==> config.mk <==
export PLATFORM = sky130hd
export DESIGN_NAME = game_round_ctrl
export DESIGN_NICKNAME = d
export VERILOG_FILES = /design/src/rtl/game_ctrl_pkg.sv /design/src/rtl/game_round_ctrl_timer.sv /design/src/rtl/game_round_ctrl.sv
export SDC_FILE = /design/constraint.sdc
export NUM_CORES = 1
export LEC_CHECK = 0
export BUFFER_PORTS_ARGS = -buffer_cell sky130_fd_sc_hd__buf_2
export CELL_PAD_IN_SITES_DETAIL_PLACEMENT = 0
export CELL_PAD_IN_SITES_GLOBAL_PLACEMENT = 1
export CORE_MARGIN = 8
export CORE_UTILIZATION = 34
export DETAILED_ROUTE_END_ITERATION = 6
export GPL_ROUTABILITY_DRIVEN = 0
export PLACE_DENSITY = 0.7
export SETUP_SLACK_MARGIN = 0.4
export SLEW_MARGIN = 20
export SYNTH_ARGS = -nofsm -noshare
export SYNTH_HDL_FRONTEND = slang
export SYNTH_SLANG_ARGS = --single-unit
==> constraint.sdc <==
create_clock -name clk -period 4.5 [get_ports clk]
set_clock_uncertainty 0.05 [all_clocks]
set_input_delay 0.45 -clock clk [delete_from_list [all_inputs] [get_ports clk]]
set_output_delay 0.45 -clock clk [all_outputs]
set_load 0.01 [all_outputs]
==> src/rtl/game_ctrl_pkg.sv <==
// Shared state and message encodings for the game round controller.
package game_ctrl_pkg;

   typedef enum logic [2:0] {
      S_IDLE,
      S_LOAD,
      S_PLAY,
      S_LIFE_LOST,
      S_LEVEL_CLEAR,
      S_GAME_OVER,
      S_VICTORY
   } state_t;

   typedef enum logic [2:0] {
      MSG_NONE  = 3'd0,
      MSG_LIFE  = 3'd1,
      MSG_CLEAR = 3'd2,
      MSG_OVER  = 3'd3,
      MSG_WIN   = 3'd4
   } msg_t;

   function automatic msg_t msg_of(input state_t st);
      case (st)
         S_LIFE_LOST:   return MSG_LIFE;
         S_LEVEL_CLEAR: return MSG_CLEAR;
         S_GAME_OVER:   return MSG_OVER;
         S_VICTORY:     return MSG_WIN;
         default:       return MSG_NONE;
      endcase
   endfunction

endpackage

==> src/rtl/game_round_ctrl_timer.sv <==
// Frame-pulse counter for on-screen message hold time; done fires on the
// tick that brings the count to MSG_FRAMES.
module round_msg_timer #(
   parameter int MSG_FRAMES = 120
) (
   input  logic clk,
   input  logic reset,
   input  logic clear,
   input  logic tick,
   output logic done
);
   localparam int TW = $clog2(MSG_FRAMES + 1);

   logic [TW-1:0] count_reg;

   always_ff @(posedge clk or posedge reset) begin
      if (reset)
         count_reg <= '0;
      else if (clear)
         count_reg <= '0;
      else if (tick && (count_reg != TW'(MSG_FRAMES)))
         count_reg <= count_reg + 1'b1;
   end

   assign done = tick && !clear && (count_reg == TW'(MSG_FRAMES - 1));

endmodule

==> src/rtl/game_round_ctrl.sv <==
// Game-flow FSM: countdown reload, level/lives tracking, message selection.
// Optional turbo countdown for late levels is enabled by defining GAME_CTRL_TURBO_EN.
module game_round_ctrl
   import game_ctrl_pkg::*;
#(
   parameter int NUM_LIVES   = 3,
   parameter int NUM_LEVELS  = 4,
   parameter int MSG_FRAMES  = 120,
   parameter int TURBO_LEVEL = 2,
   localparam int LW = (NUM_LEVELS > 1) ? $clog2(NUM_LEVELS) : 1
) (
   input  logic          clk,
   input  logic          reset,
   input  logic          start_key,
   input  logic          startOfFrame,
   input  logic          finishCount,
   input  logic          level_done,
   input  logic          player_hit,
   output logic          load,
   output logic          turbo,
   output logic [LW-1:0] level,
   output logic [2:0]    lives,
   output logic          game_active,
   output logic [2:0]    show_msg,
   output logic          game_over
);
`ifdef GAME_CTRL_TURBO_EN
   localparam bit TURBO_ON = 1'b1;
`else
   localparam bit TURBO_ON = 1'b0;
`endif

   state_t        state_reg;
   logic          start_d;
   logic          fc_d;
   logic [LW-1:0] level_reg;
   logic [2:0]    lives_reg;
   logic          start_rise;
   logic          fc_rise;
   logic          in_msg;
   logic          timer_done;

   assign start_rise = start_key & ~start_d;
   assign fc_rise    = finishCount & ~fc_d;
   assign in_msg     = (state_reg == S_LIFE_LOST) || (state_reg == S_LEVEL_CLEAR);

   // Timer is held cleared outside the message states, so it always starts from zero.
   round_msg_timer #(
      .MSG_FRAMES(MSG_FRAMES)
   ) u_timer (
      .clk   (clk),
      .reset (reset),
      .clear (!in_msg),
      .tick  (startOfFrame),
      .done  (timer_done)
   );

   always_ff @(posedge clk or posedge reset) begin
      if (reset) begin
         state_reg <= S_IDLE;
         start_d   <= 1'b0;
         fc_d      <= 1'b0;
         level_reg <= '0;
         lives_reg <= 3'(NUM_LIVES);
      end else begin
         start_d <= start_key;
         fc_d    <= finishCount;
         case (state_reg)
            S_IDLE: if (start_rise) begin
               lives_reg <= 3'(NUM_LIVES);
               level_reg <= '0;
               state_reg <= S_LOAD;
            end
            S_LOAD: state_reg <= S_PLAY;
            S_PLAY: begin
               if (player_hit || fc_rise) begin
                  if (lives_reg != 3'd0)
                     lives_reg <= lives_reg - 3'd1;
                  state_reg <= S_LIFE_LOST;
               end else if (level_done) begin
                  state_reg <= S_LEVEL_CLEAR;
               end
            end
            S_LIFE_LOST: if (timer_done)
               state_reg <= (lives_reg == 3'd0) ? S_GAME_OVER : S_LOAD;
            S_LEVEL_CLEAR: if (timer_done) begin
               if (level_reg == LW'(NUM_LEVELS - 1)) begin
                  state_reg <= S_VICTORY;
               end else begin
                  level_reg <= level_reg + 1'b1;
                  state_reg <= S_LOAD;
               end
            end
            S_GAME_OVER, S_VICTORY: if (start_rise) state_reg <= S_IDLE;
            default: state_reg <= S_IDLE;
         endcase
      end
   end

   assign load        = (state_reg == S_LOAD);
   assign game_active = (state_reg == S_PLAY);
   assign game_over   = (state_reg == S_GAME_OVER);
   assign show_msg    = msg_of(state_reg);
   assign level       = level_reg;
   assign lives       = lives_reg;
   assign turbo       = TURBO_ON && (state_reg == S_PLAY) && (int'(level_reg) >= TURBO_LEVEL);

endmodule

# After elaboration in Yosys (flattened, before gate mapping)
# Cells that the tools add are included.
[word_totals]
reg_bits = 17
inputBits = 7
out_inout_bits = 12
wordCells = 65
[classes]
n_addsub = 3
n_eq_ne = 18
n_mux = 20
bitwise = 4
n_reduce_logical = 14
[op_table]
columns = ["op", "count"]
rows = [
  ["two-way mux 3 bit", 11],
  ["one-hot mux 3 bit (6 select lines)", 1],
  ["two-way mux 7 bit", 2],
  ["one-hot mux 3 bit (4 select lines)", 1],
  ["inequality test 2 bit (second input constant)", 5],
  ["== test 3 bit (second input constant)", 3],
  ["AND reduction 4 bit", 2],
  ["adder 7 x 1 -> 7 bit (second input constant)", 1],
  ["== test 7 bit (second input constant)", 1],
  ["inequality test 7 bit (second input constant)", 1],
  ["== test 3 x 2 -> 1 bit (second input constant)", 2],
  ["logical NOT 3 bit", 2],
  ["two-way mux 2 bit", 3],
  ["inequality test 2 x 1 -> 1 bit (second input constant)", 3],
  ["one-hot mux 3 bit (2 select lines)", 1],
  ["AND reduction 5 bit", 1],
  ["one-hot mux 2 bit (2 select lines)", 1],
  ["nonzero test 2 bit", 2],
  ["== test 3 x 1 -> 1 bit (second input constant)", 1],
  ["logical AND 1 bit", 3],
  ["inequality test 3 x 2 -> 1 bit (second input constant)", 1],
  ["nonzero test 3 bit", 1],
  ["subtractor 3 x 1 -> 3 bit (second input constant)", 1],
  ["adder 2 x 1 -> 2 bit (second input constant)", 1],
  ["5 further kinds", 8],
]

# Logic depth before layout (Yosys ltp)
[depth]
depth_word = 6
mapped_depth = 7
mapped_depth_nobuf = 7

# Hierarchy
# Synthesis repeated with hierarchy kept, for this count alone.
[unflattened]
cells_unflattened = 131
hier_area_um2 = 1193.6
[modules_own_cells]
columns = ["module", "n_inst", "cells_per_inst", "area_per_inst_um2"]
rows = [
  ["game_round_ctrl", 1, 83, 729.4],
  ["round_msg_timer", 1, 48, 464.2],
]

# Least setup slack after synthesis
# No wires, ideal clock.
[synth_path]
path_kind = "register to register"
startpoint = "reg state_reg[0]"
endpoint = "reg lives_reg[2], in the netlist lives[2]"
t_arrival_ns = 1.591
required_time_ns = 4.325
setup_slack_ns = 2.735
stages_incl_launch_ff = 7
path_cell_list = "dfrtp_1 or3b_4 inv_1 o21a_1 nand2b_1 o41ai_2 mux2_2"
[synth_via]
elab_chain_cells = 3
word_cells_on_any_way = 8
cone_classes = "eq/ne (4); mux (1); reduce/logical (3)"
[synth_lines]
columns = ["element", "line_no", "source"]
rows = [
  ["start, declared", "game_round_ctrl.sv:33", "state_t state_reg;"],
  ["start signal, assigned", "game_round_ctrl.sv:85", "state_reg <= (lives_reg == 3'd0) ? S_GAME_OVER : S_LOAD;"],
  ["== test 3 x 2 -> 1 bit *", "-", ""],
  ["named net game_active", "game_round_ctrl.sv:23", "output logic game_active,"],
  ["inequality test 2 x 1 -> 1 bit (no source line) / nonzero test 2 bit (equally long branches)", "-", ""],
  ["AND reduction 4 bit (no source line)", "-", ""],
  ["end signal, assigned", "game_round_ctrl.sv:64", "lives_reg <= 3'(NUM_LIVES);"],
  ["end signal, assigned", "game_round_ctrl.sv:70", "lives_reg <= 3'(NUM_LIVES);"],
  ["end signal, assigned", "game_round_ctrl.sv:78", "lives_reg <= lives_reg - 3'd1;"],
  ["end, declared", "game_round_ctrl.sv:37", "logic [2:0] lives_reg;"],
]
# The timed path passes the listed nets; every way through them passes the cells marked *.
# A chain may end at the register's enable or synchronous reset.

# Worst setup path after layout
[layout_path]
startpoint = "reg state_reg[0]"
endpoint = "out game_active"
[layout_via]
elab_chain_cells = 1
[layout_lines]
columns = ["element", "line_no", "source"]
rows = [
  ["== test 3 x 2 -> 1 bit", "game_round_ctrl.sv:101", "assign game_active = (state_reg == S_PLAY);"],
  ["end, declared", "game_round_ctrl.sv:23", ""],
]
# Every way passes these cells.

==> impl_metrics.tcl <==
set metrics [dict create \
    ctsHoldBuffers 0 \
    synthDistinctLibCells 35 \
    synthCells 111 \
    yosys-top-cells-count "15 x dfrtp_1, 12 x nor2_1, 10 x inv_1" \
    yosysSeqAreaShare 0.409 \
    cp_top_family "flip-flops" \
    ir_drop_mv 0.190 \
    power.density_nw_per_um2 505 \
    hp-class "input pin to asynchronous set/reset pin" \
    finalCritPeriodShare 0.453 \
    post-cts-setup-buffers 0 \
    cts-root-buf "clkbuf_4" \
    critical_path_depth 3 \
    period_minus_slack_ns 2.04 \
    timing.fmax_ghz 0.491 \
    synth_top_flop_cell "dfrtp_1" \
    drtPass1Iterations 4 \
    syn-num-nets 123 \
    r2r_end "lives[2]" \
    syn_avg_cell_area_um2 9.42 \
    io_buffers 17 \
    insertion_delay_ns 0.29 \
    drv_slew 0 \
    max_slew.worst_pin.slew_ns 0.671 \
    cp_data_arrival_time_ns 1.54 \
    core-area_um2 2980 \
    cts_resized 0 \
    maxCapViolations 0 \
    clock_sinks 17 \
    slowest_delay_ns 0.55 \
    worst-r2r-cell-count 6 \
    die_w_um 71.5 \
    r2r_slack_ns 2.46 \
    finalHoldViolations 0 \
    crit_type "flop to output pin" \
    grt_pass1_vias 837 \
    grt_antenna_before_repair 0 \
    final_antenna_net_count 0 \
    yosys_warnings 0 \
    total_power_uw 595 \
    clockBufferDepth 2 \
    area_growth_pct 12.6 \
    rsz0062_at_grt "no" \
    finalSetupTns_ns 0 \
    dpl.cell_count 157 \
    drc 0 \
    vias_per_cell 5.08 \
    synth_edf_count 0 \
    rows 20 \
    wl_um 2120 \
    crit_slowest_cell "dfrtp_1" \
    die_h_um 71.5 \
    relSlewSlack 0.552 \
    cts_tree "yes" \
    synth_area_leaders "dfrtp_1 36%, ha_1 6.0%, dfstp_2 5.0%" \
    p_leak_nw 0.537 \
    synth.most_common_cell "dfrtp_1" \
    finalNetCount 141 \
    grt_usage 0.0926 \
    n_antenna_cell 0 \
    drtIter0Drc 69 \
    crit_chain "or3b_4 > inv_1 > buf_2" \
    grt_pass1_wl_um 3850 \
    cp_max_fo 14 \
    rr_startpoint "state_reg[0]" \
    htreeDepth 1 \
    synth-seq-cells 17 \
    cts_buffers 3 \
    synthArstFlopShare 1.00 \
    start_util 0.351 \
    largest_reg_flops 7 \
    crit_path_end "game_active" \
    dp_hpwl_um 1650 \
    layout-drive-gt1-share 0.250 \
    routedWlPerCell_um 13.2 \
    netlist_area_um2 1050 \
    ios 19 \
    cp.required_ns 4.00 \
    status "completed" \
    final_cell_count_no_fill 161 \
    startpoint "state_reg[0]" \
    yosys.area.top_type "dfrtp_1" \
    setup_viol 0 \
    die-area_um2 5110 \
    worst-path-buf-inv 2 \
    grt_max_degree 18 \
    yosys.area.top_type_share 0.359 \
    vias 818 \
    clkTransAtPathRegs_ns 0.11 \
    critPathLaunchType "flop" \
    overflow 0 \
    crit_path_end_kind "output pin" \
]
==> stage by stage <==
stage | setup WS, ns | cell area [µm²] | hold WS, ns | util
floorplan | 2.73 | 1050 | 0.325 | -
global placement | 2.50 | 1150 | 0.445 | 0.386
detailed placement | 2.49 | 1150 | 0.458 | 0.386
CTS | 2.45 | 1180 | 0.198 | 0.395
global route | 2.32 | 1180 | 0.199 | 0.395
finish | 2.46 | 1180 | 0.183 | 0.395
==> cell families (layout without fill, tap and decap cells) <==
| kind of cell | Yosys count | count (layout) | share of synthesized area |
|---|---|---|---|
| compound gates | 24 | 24 | 0.166 |
| xor+xnor | 5 | 5 | 0.0419 |
| fa+ha+maj | 5 | 5 | 0.0598 |
| buf+inv | 14 | 31 | 0.0574 |
| flops | 17 | 17 | 0.409 |
| mux | 4 | 4 | 0.0419 |
| other cells | 1 | 1 | 0.00359 |
| simple gates | 41 | 41 | 0.220 |
==> placed cells by master, fill, tap and decap left out, drive strengths merged, types with 4 or more instances in the layout <==
cell type	instances
a21oi	7
buf	17
dfrtp	15
ha	5
inv	10
nand2	6
nand2b	4
nor2	12
o21ai	9
==> worst min path at each step <==
stage / startpoint / to / slack (ns) / depth (start not counted)
after detailed placement: level[1] / level[1] / 0.46 / 2
after global routing: finishCount / fc_d / 0.20 / 1
after CTS: reset / u_timer.count_reg[0] / 0.20 / 2
after global placement: level[1] / level[1] / 0.44 / 2
after floorplan: reset / fc_d / 0.32 / 1
final: reset / u_timer.count_reg[0] / 0.18 / 2
==> metal layers <==
layer / up-vias / share of wire / routed length [µm] / GRT usage
met5: - / 0 / 0 / 0
met4: 0 / 0.0085 / 18 / 0.0272
met3: 2 / 0.049 / 105 / 0.0307
met2: 13 / 0.49 / 1030 / 0.154
met1: 387 / 0.46 / 968 / 0.110
li1: 416 / - / - / -
==> where the power goes <==
group          switching (mW)  internal, mW
registers              0.0537         0.187
logic                   0.144         0.126
clock network          0.0506        0.0331
==> cell type report <==
cell class,count,area (µm²)
clock buffers,3,22.5
multi-input cells,80,558
clock inverters,1,5.00
inverters,10,37.5
repair buffers,17,85.1
well taps,33,41.3
fillers,319,1800
flip-flops and latches,17,428
Power figures use the tool's default switching activity.
